==> src/rtl/hyst_array_controller.sv <==
// Canny hysteresis over an N_OUT-pixel window, LANES pixels per cycle, with previous-row promotion.
// Latency: capture edge to hyst_final is N_OUT/LANES+2 cycles; HYST_DIRECTIONAL_EN restricts promotion to the edge direction.
// Backpressure: none; anchor_moving/frame_start are ignored (not queued) outside IDLE.
module hyst_array_controller #(
  parameter int N_OUT = 10,
  parameter int PIX_W = 8,
  parameter int LANES = 2
) (
  input  logic                         clk,
  input  logic                         n_rst,
  input  logic                         anchor_moving,
  input  logic                         frame_start,
  input  logic [PIX_W-1:0]             low_thresh,
  input  logic [PIX_W-1:0]             high_thresh,
  input  logic [(N_OUT+2)*2-1:0]       gradient_angle,
  input  logic [(N_OUT+2)*PIX_W-1:0]   hyst_in,
  output logic [N_OUT*PIX_W-1:0]       hyst_out,
  output logic                         hyst_final,
  output logic                         busy
);

  localparam int GROUPS = N_OUT / LANES;
  localparam int CNT_W  = (GROUPS > 1) ? $clog2(GROUPS) : 1;

  typedef enum logic [1:0] {
    S_IDLE,
    S_LOAD,
    S_PROCESS,
    S_DONE
  } state_t;

  state_t state, state_nxt;

  logic [N_OUT+1:0][PIX_W-1:0] mag_q;
  logic [N_OUT+1:0][1:0]       ang_q;
  logic [PIX_W-1:0]            lo_q;
  logic [PIX_W-1:0]            hi_q;
  logic [N_OUT+1:0]            strong_q;
  logic [N_OUT-1:0]            weak_q;
  logic [N_OUT-1:0]            hist_q;
  logic [CNT_W-1:0]            cnt;
  logic [N_OUT-1:0][PIX_W-1:0] out_q;

  logic [N_OUT+1:0]            strong_c;
  logic [N_OUT-1:0]            weak_c;
  logic [N_OUT+1:0]            hist_pad;
  logic [N_OUT-1:0]            edge_c;
  logic                        qual;
  logic                        last_grp;

  assign hyst_out = out_q;
  assign busy     = (state == S_LOAD) || (state == S_PROCESS);
  assign last_grp = (cnt == CNT_W'(GROUPS - 1));

  // History indices -1 and N_OUT read as zero through the padding bits.
  assign hist_pad = {1'b0, hist_q, 1'b0};

  always_ff @(posedge clk) begin
    if (!n_rst) state <= S_IDLE;
    else        state <= state_nxt;
  end

  always_comb begin
    state_nxt = state;
    case (state)
      S_IDLE:    if (anchor_moving) state_nxt = S_LOAD;
      S_LOAD:    state_nxt = S_PROCESS;
      S_PROCESS: if (last_grp) state_nxt = S_DONE;
      S_DONE:    state_nxt = S_IDLE;
      default:   state_nxt = S_IDLE;
    endcase
  end

  // Weak class is empty by construction when lo_q > hi_q.
  always_comb begin
    strong_c = '0;
    weak_c   = '0;
    for (int j = 0; j < N_OUT + 2; j++) begin
      strong_c[j] = (mag_q[j] >= hi_q);
    end
    for (int i = 0; i < N_OUT; i++) begin
      weak_c[i] = (mag_q[i+1] >= lo_q) && (mag_q[i+1] < hi_q);
    end
  end

  // Promotion looks only at the window strong class and the history row,
  // so a promoted weak pixel never promotes its same-row neighbour.
  always_comb begin
    edge_c = '0;
    qual   = 1'b0;
    for (int i = 0; i < N_OUT; i++) begin
`ifdef HYST_DIRECTIONAL_EN
      case (ang_q[i+1])
        2'd0:    qual = hist_pad[i+1];
        2'd1:    qual = hist_pad[i+2];
        2'd2:    qual = strong_q[i] | strong_q[i+2];
        default: qual = hist_pad[i];
      endcase
`else
      qual = strong_q[i] | strong_q[i+2] | hist_pad[i] | hist_pad[i+1] | hist_pad[i+2];
`endif
      edge_c[i] = strong_q[i+1] | (weak_q[i] & qual);
    end
  end

`ifdef HYST_DIRECTIONAL_EN
  logic unused_ang_ctx;
  assign unused_ang_ctx = ^{ang_q[0], ang_q[N_OUT+1]};
`else
  logic unused_ang;
  assign unused_ang = ^ang_q;
`endif

  always_ff @(posedge clk) begin
    if (!n_rst) begin
      mag_q      <= '0;
      ang_q      <= '0;
      lo_q       <= '0;
      hi_q       <= '0;
      strong_q   <= '0;
      weak_q     <= '0;
      hist_q     <= '0;
      cnt        <= '0;
      out_q      <= '0;
      hyst_final <= 1'b0;
    end else begin
      hyst_final <= 1'b0;
      case (state)
        S_IDLE: begin
          // Clear and capture on the same edge: the captured row sees zero history.
          if (frame_start) hist_q <= '0;
          if (anchor_moving) begin
            mag_q <= hyst_in;
            ang_q <= gradient_angle;
            lo_q  <= low_thresh;
            hi_q  <= high_thresh;
          end
        end
        S_LOAD: begin
          strong_q <= strong_c;
          weak_q   <= weak_c;
          cnt      <= '0;
        end
        S_PROCESS: begin
          for (int i = 0; i < N_OUT; i++) begin
            if ((i / LANES) == int'(cnt)) out_q[i] <= edge_c[i] ? {PIX_W{1'b1}} : {PIX_W{1'b0}};
          end
          cnt <= cnt + 1'b1;
        end
        S_DONE: begin
          hyst_final <= 1'b1;
          for (int i = 0; i < N_OUT; i++) begin
            hist_q[i] <= |out_q[i];
          end
        end
        default: ;
      endcase
    end
  end

endmodule

==> config.mk <==
export PLATFORM = sky130hd
export DESIGN_NAME = hyst_array_controller
export DESIGN_NICKNAME = d
export VERILOG_FILES = /design/src/rtl/hyst_array_controller.sv
export SDC_FILE = /design/constraint.sdc
export NUM_CORES = 1
export LEC_CHECK = 0
export CAP_MARGIN = 0
export CORE_UTILIZATION = 45
export CTS_CLUSTER_DIAMETER = 200
export CTS_CLUSTER_SIZE = 25
export DETAILED_ROUTE_END_ITERATION = 6
export PLACE_DENSITY = 0.76
export SETUP_SLACK_MARGIN = 0.4
export SLEW_MARGIN = 20
export SYNTH_ARGS = -nofsm -noshare
export SYNTH_HDL_FRONTEND = slang
export SYNTH_SLANG_ARGS = --single-unit
==> constraint.sdc <==
create_clock -name clk -period 1.87 [get_ports clk]
set_input_delay 0.374 -clock clk [delete_from_list [all_inputs] [get_ports clk]]
set_output_delay 0.374 -clock clk [all_outputs]
set_load 0.05 [all_outputs]
==> impl_metrics.env <==
export IMPL_status="finished, final reports clean"
export IMPL_report_final_slew_viol_count=0
export IMPL_cap_violations=0
export IMPL_ctsRootBufferMaster="clkbuf_16"
export IMPL_path_cells="inv_1 -> buf_4 -> ha_1 -> a221oi_1 -> o21ai_1 -> o21ai_1 -> nor2_1"
export IMPL_cp_common_cell="o21ai_1"
export IMPL_yosysTopAreaCell="dfxtp_1"
export IMPL_path_clk_slew_ps=70
export IMPL_synth_cell_types=44
export IMPL_period_minus_slack_ps=1800
export IMPL_async_flop_share_pct=0
export IMPL_synth_top_cell_area_share_pct=31.84
export IMPL_setup_ws_ps=70.27
export IMPL_hold_path_depth=2
export IMPL_dp_hpwl_um=20600
export IMPL_grt_max_degree=58
export IMPL_cp_data_required_time_ps=2190
export IMPL_relSlewSlack_pct=76.16
export IMPL_drc_errors=0
export IMPL_overflow=0
export IMPL_power_w=0.01940
export IMPL_gp_congestion=0.9015
export IMPL_r2r_setup_slack_ps=70
export IMPL_detail_route_antenna_nets=0
export IMPL_tightest_slew_ps=354.4
export IMPL_r2r_start="lo_q[7]$_SDFFE_PN0P_"
export IMPL_synth_edff_count=0
export IMPL_synthCells=1217
export IMPL_core_area_mm2=0.02189
export IMPL_avgSynthCellArea_um2=8.265
export IMPL_finalCritPeriodShare_pct=96.24
export IMPL_syn_to_final_growth_pct=52.42
export IMPL_grt_pass1_wl_um=48290
export IMPL_power_density_mw_per_mm2=1266
export IMPL_final_cell_mix="nand2_1 (253), a21oi_1 (168), ha_1 (141)"
export IMPL_finish_instance_area_mm2=0.01533
export IMPL_h_tree_depth=4
export IMPL_synth_flop_cell="dfxtp_1"
export IMPL_critPathArrivalTime_ps=2120
export IMPL_worstRegToRegCells=7
export IMPL_synth_nets=1542
export IMPL_synth_area_leaders="dfxtp_1 (32%), ha_1 (23%), nand2_1 (9.6%)"
export IMPL_syn_area_mm2=0.01006
export IMPL_cts_tree="built"
export IMPL_min_from="mag_q[48]$_SDFFE_PN0P_"
export IMPL_finalSetupViolations=0
export IMPL_insertion_delay_ps=450
export IMPL_leakagePower_nw=6.236
export IMPL_register_area_mm2=0.003272
export IMPL_hold_viol=0
export IMPL_die_area_mm2=0.02295
export IMPL_seq_area_frac_synth_pct=31.84
export IMPL_wl_um=34990
export IMPL_rows=54
export IMPL_start_util_pct=45.95
export IMPL_hold_end="mag_q[48]$_SDFFE_PN0P_"
export IMPL_dpl_worst_slack_ps=39.51
export IMPL_fin_util_pct=70.03
export IMPL_numCtsBuffers=17
export IMPL_worst_setup_path_type="flip-flop to flip-flop"
export IMPL_cp_end_kind="flip-flop"
export IMPL_num_vias=10100
export IMPL_max_freq_mhz=555.6
export IMPL_worst_hold_path_type="flip-flop to flip-flop"
export IMPL_dr_first_iter_drc_count=814
export IMPL_via_per_inst=5.961
export IMPL_fin_skew_ps=13.91
export IMPL_die_h_um=151.5
export IMPL_io_pins=222
export IMPL_track_usage_pct=27.58
export IMPL_cp_buffers_inverters=2
export IMPL_antenna_found_initial=0
export IMPL_path_max_fanout=10
export IMPL_cts_sinks=160
export IMPL_multi_input_area_mm2=0.007002
export IMPL_die_x_um=151.5
export IMPL_port_buffers=197
export IMPL_placed_area_mm2=0.01307
export IMPL_avgRoutedWirePerCell_um=20.65
export IMPL_fillCellCount=1510
export IMPL_critPathMaxStageDelay_ps=350
export IMPL_drive_gt1_share_pct=25.53
export IMPL_ir_worst_vdd_uv=763.3
export IMPL_cp_start_kind="flip-flop"
export IMPL_nets=1726
export IMPL_cpLargestDelayFamily="compound AO/OA/AOI/OAI gates"
export IMPL_ys_ff_latch=160
export IMPL_final_common_cell="nand2_1"
export IMPL_rsz0062_at_grt="yes"
export IMPL_n_antenna_cell=0
export IMPL_grt_pass1_vias=9473
export IMPL_ys_warn_count=0
export IMPL_crit_slowest_cell="dfxtp_1"
export IMPL_finalSetupTns_ps=0
export IMPL_cts_buffer_depth=2
export IMPL_worstReg2RegEnd="weak_q[3]$_SDFFE_PN0N_"
export IMPL_dr_pass1_iters=5
## tightest hold or removal path: stages (launching register included)
cell     delay [ps]
dfxtp_1         310
nand2_1          50
a21oi_1          50
## state kept, by name (all words and copies together) (netlist names)
register,flops
cnt,3
hi_q,8
hist_q,10
hyst_final,1
hyst_out,10
lo_q,8
mag_q,96
state,2
strong_q,12
weak_q,10
## cells in the mapped netlist (13+ instances only)
| cell | instances |
|---|---|
| nand4_1 | 14 |
| dfxtp_1 | 160 |
| nand3_1 | 13 |
| nand2_1 | 258 |
| nor2_1 | 50 |
| nand2b_1 | 14 |
| nor2b_1 | 16 |
| a21oi_1 | 178 |
| buf_4 | 71 |
| o21ai_0 | 41 |
| ha_1 | 185 |
| clkbuf_1 | 26 |
| inv_1 | 42 |
| buf_2 | 14 |
| a21o_1 | 22 |
## cells by family (layout without fill, tap and decap cells)
group	count (synthesis)	in the layout	synth area share, %
compound gates	314	314	19.14
fa+ha+maj	185	185	23.01
buf+inv	160	357	8.944
flops	160	160	31.84
mux	2	2	0.2115
simple gates	396	396	16.84
## timing repair
action	4_1_cts	5_1_grt
cloned	1	9
buffers inserted	26	14
hold buffers	0	0
pin swaps	42	53
endpoints found under the setup margin	148	191
gates resized for setup	137	88
## routing by layer
metal	vias to the layer above	GRT usage [%]	share of wire (%)
li1	4577	-	-
met1	4776	32.16	38
met2	575	47.33	47
met3	170	5.389	9.0
met4	0	15.25	5.9
met5	-	0	0
## through the flow
| step | hold slack (ps) | std cells |
|---|---|---|
| finish | 455.0 | 1694 |
| global route | 459.2 | 1694 |
| CTS | 457.4 | 1671 |
| floorplan | 436.3 | 1217 |
| global placement | 442.0 | 1612 |
| detailed placement | 448.3 | 1612 |
## power by group
part	switching, W	internal [W]
clock network	0.00164	0.00178
registers	0.000781	0.00411
logic	0.00590	0.00518
total	0.00832	0.0111
## how the worst max path moves through the flow
stage                                     end  cells after the start             startpoint
floorplan              weak_q[8]$_SDFFE_PN0N_                      7   hi_q[3]$_SDFFE_PN0P_
global placement       weak_q[0]$_SDFFE_PN0N_                      7   hi_q[3]$_SDFFE_PN0P_
detailed placement     hist_q[0]$_SDFFE_PN0P_                      5  state[0]$_SDFFE_PN0P_
CTS                    weak_q[7]$_SDFFE_PN0N_                      6   lo_q[0]$_SDFFE_PN0P_
global route        strong_q[11]$_SDFFE_PN0N_                      7   hi_q[6]$_SDFFE_PN0P_
finish                 weak_q[3]$_SDFFE_PN0N_                      7   lo_q[7]$_SDFFE_PN0P_
## area by class of cell
type	count	area share, %
Inverter	43	1.502
Sequential cell	160	21.34
Multi-Input combinational cell	897	45.67
Clock buffer	18	2.865
Clock inverter	14	0.7998
Tap cell	280	2.285
Timing Repair Buffer	282	25.54
Power figures use the tool's default switching activity.
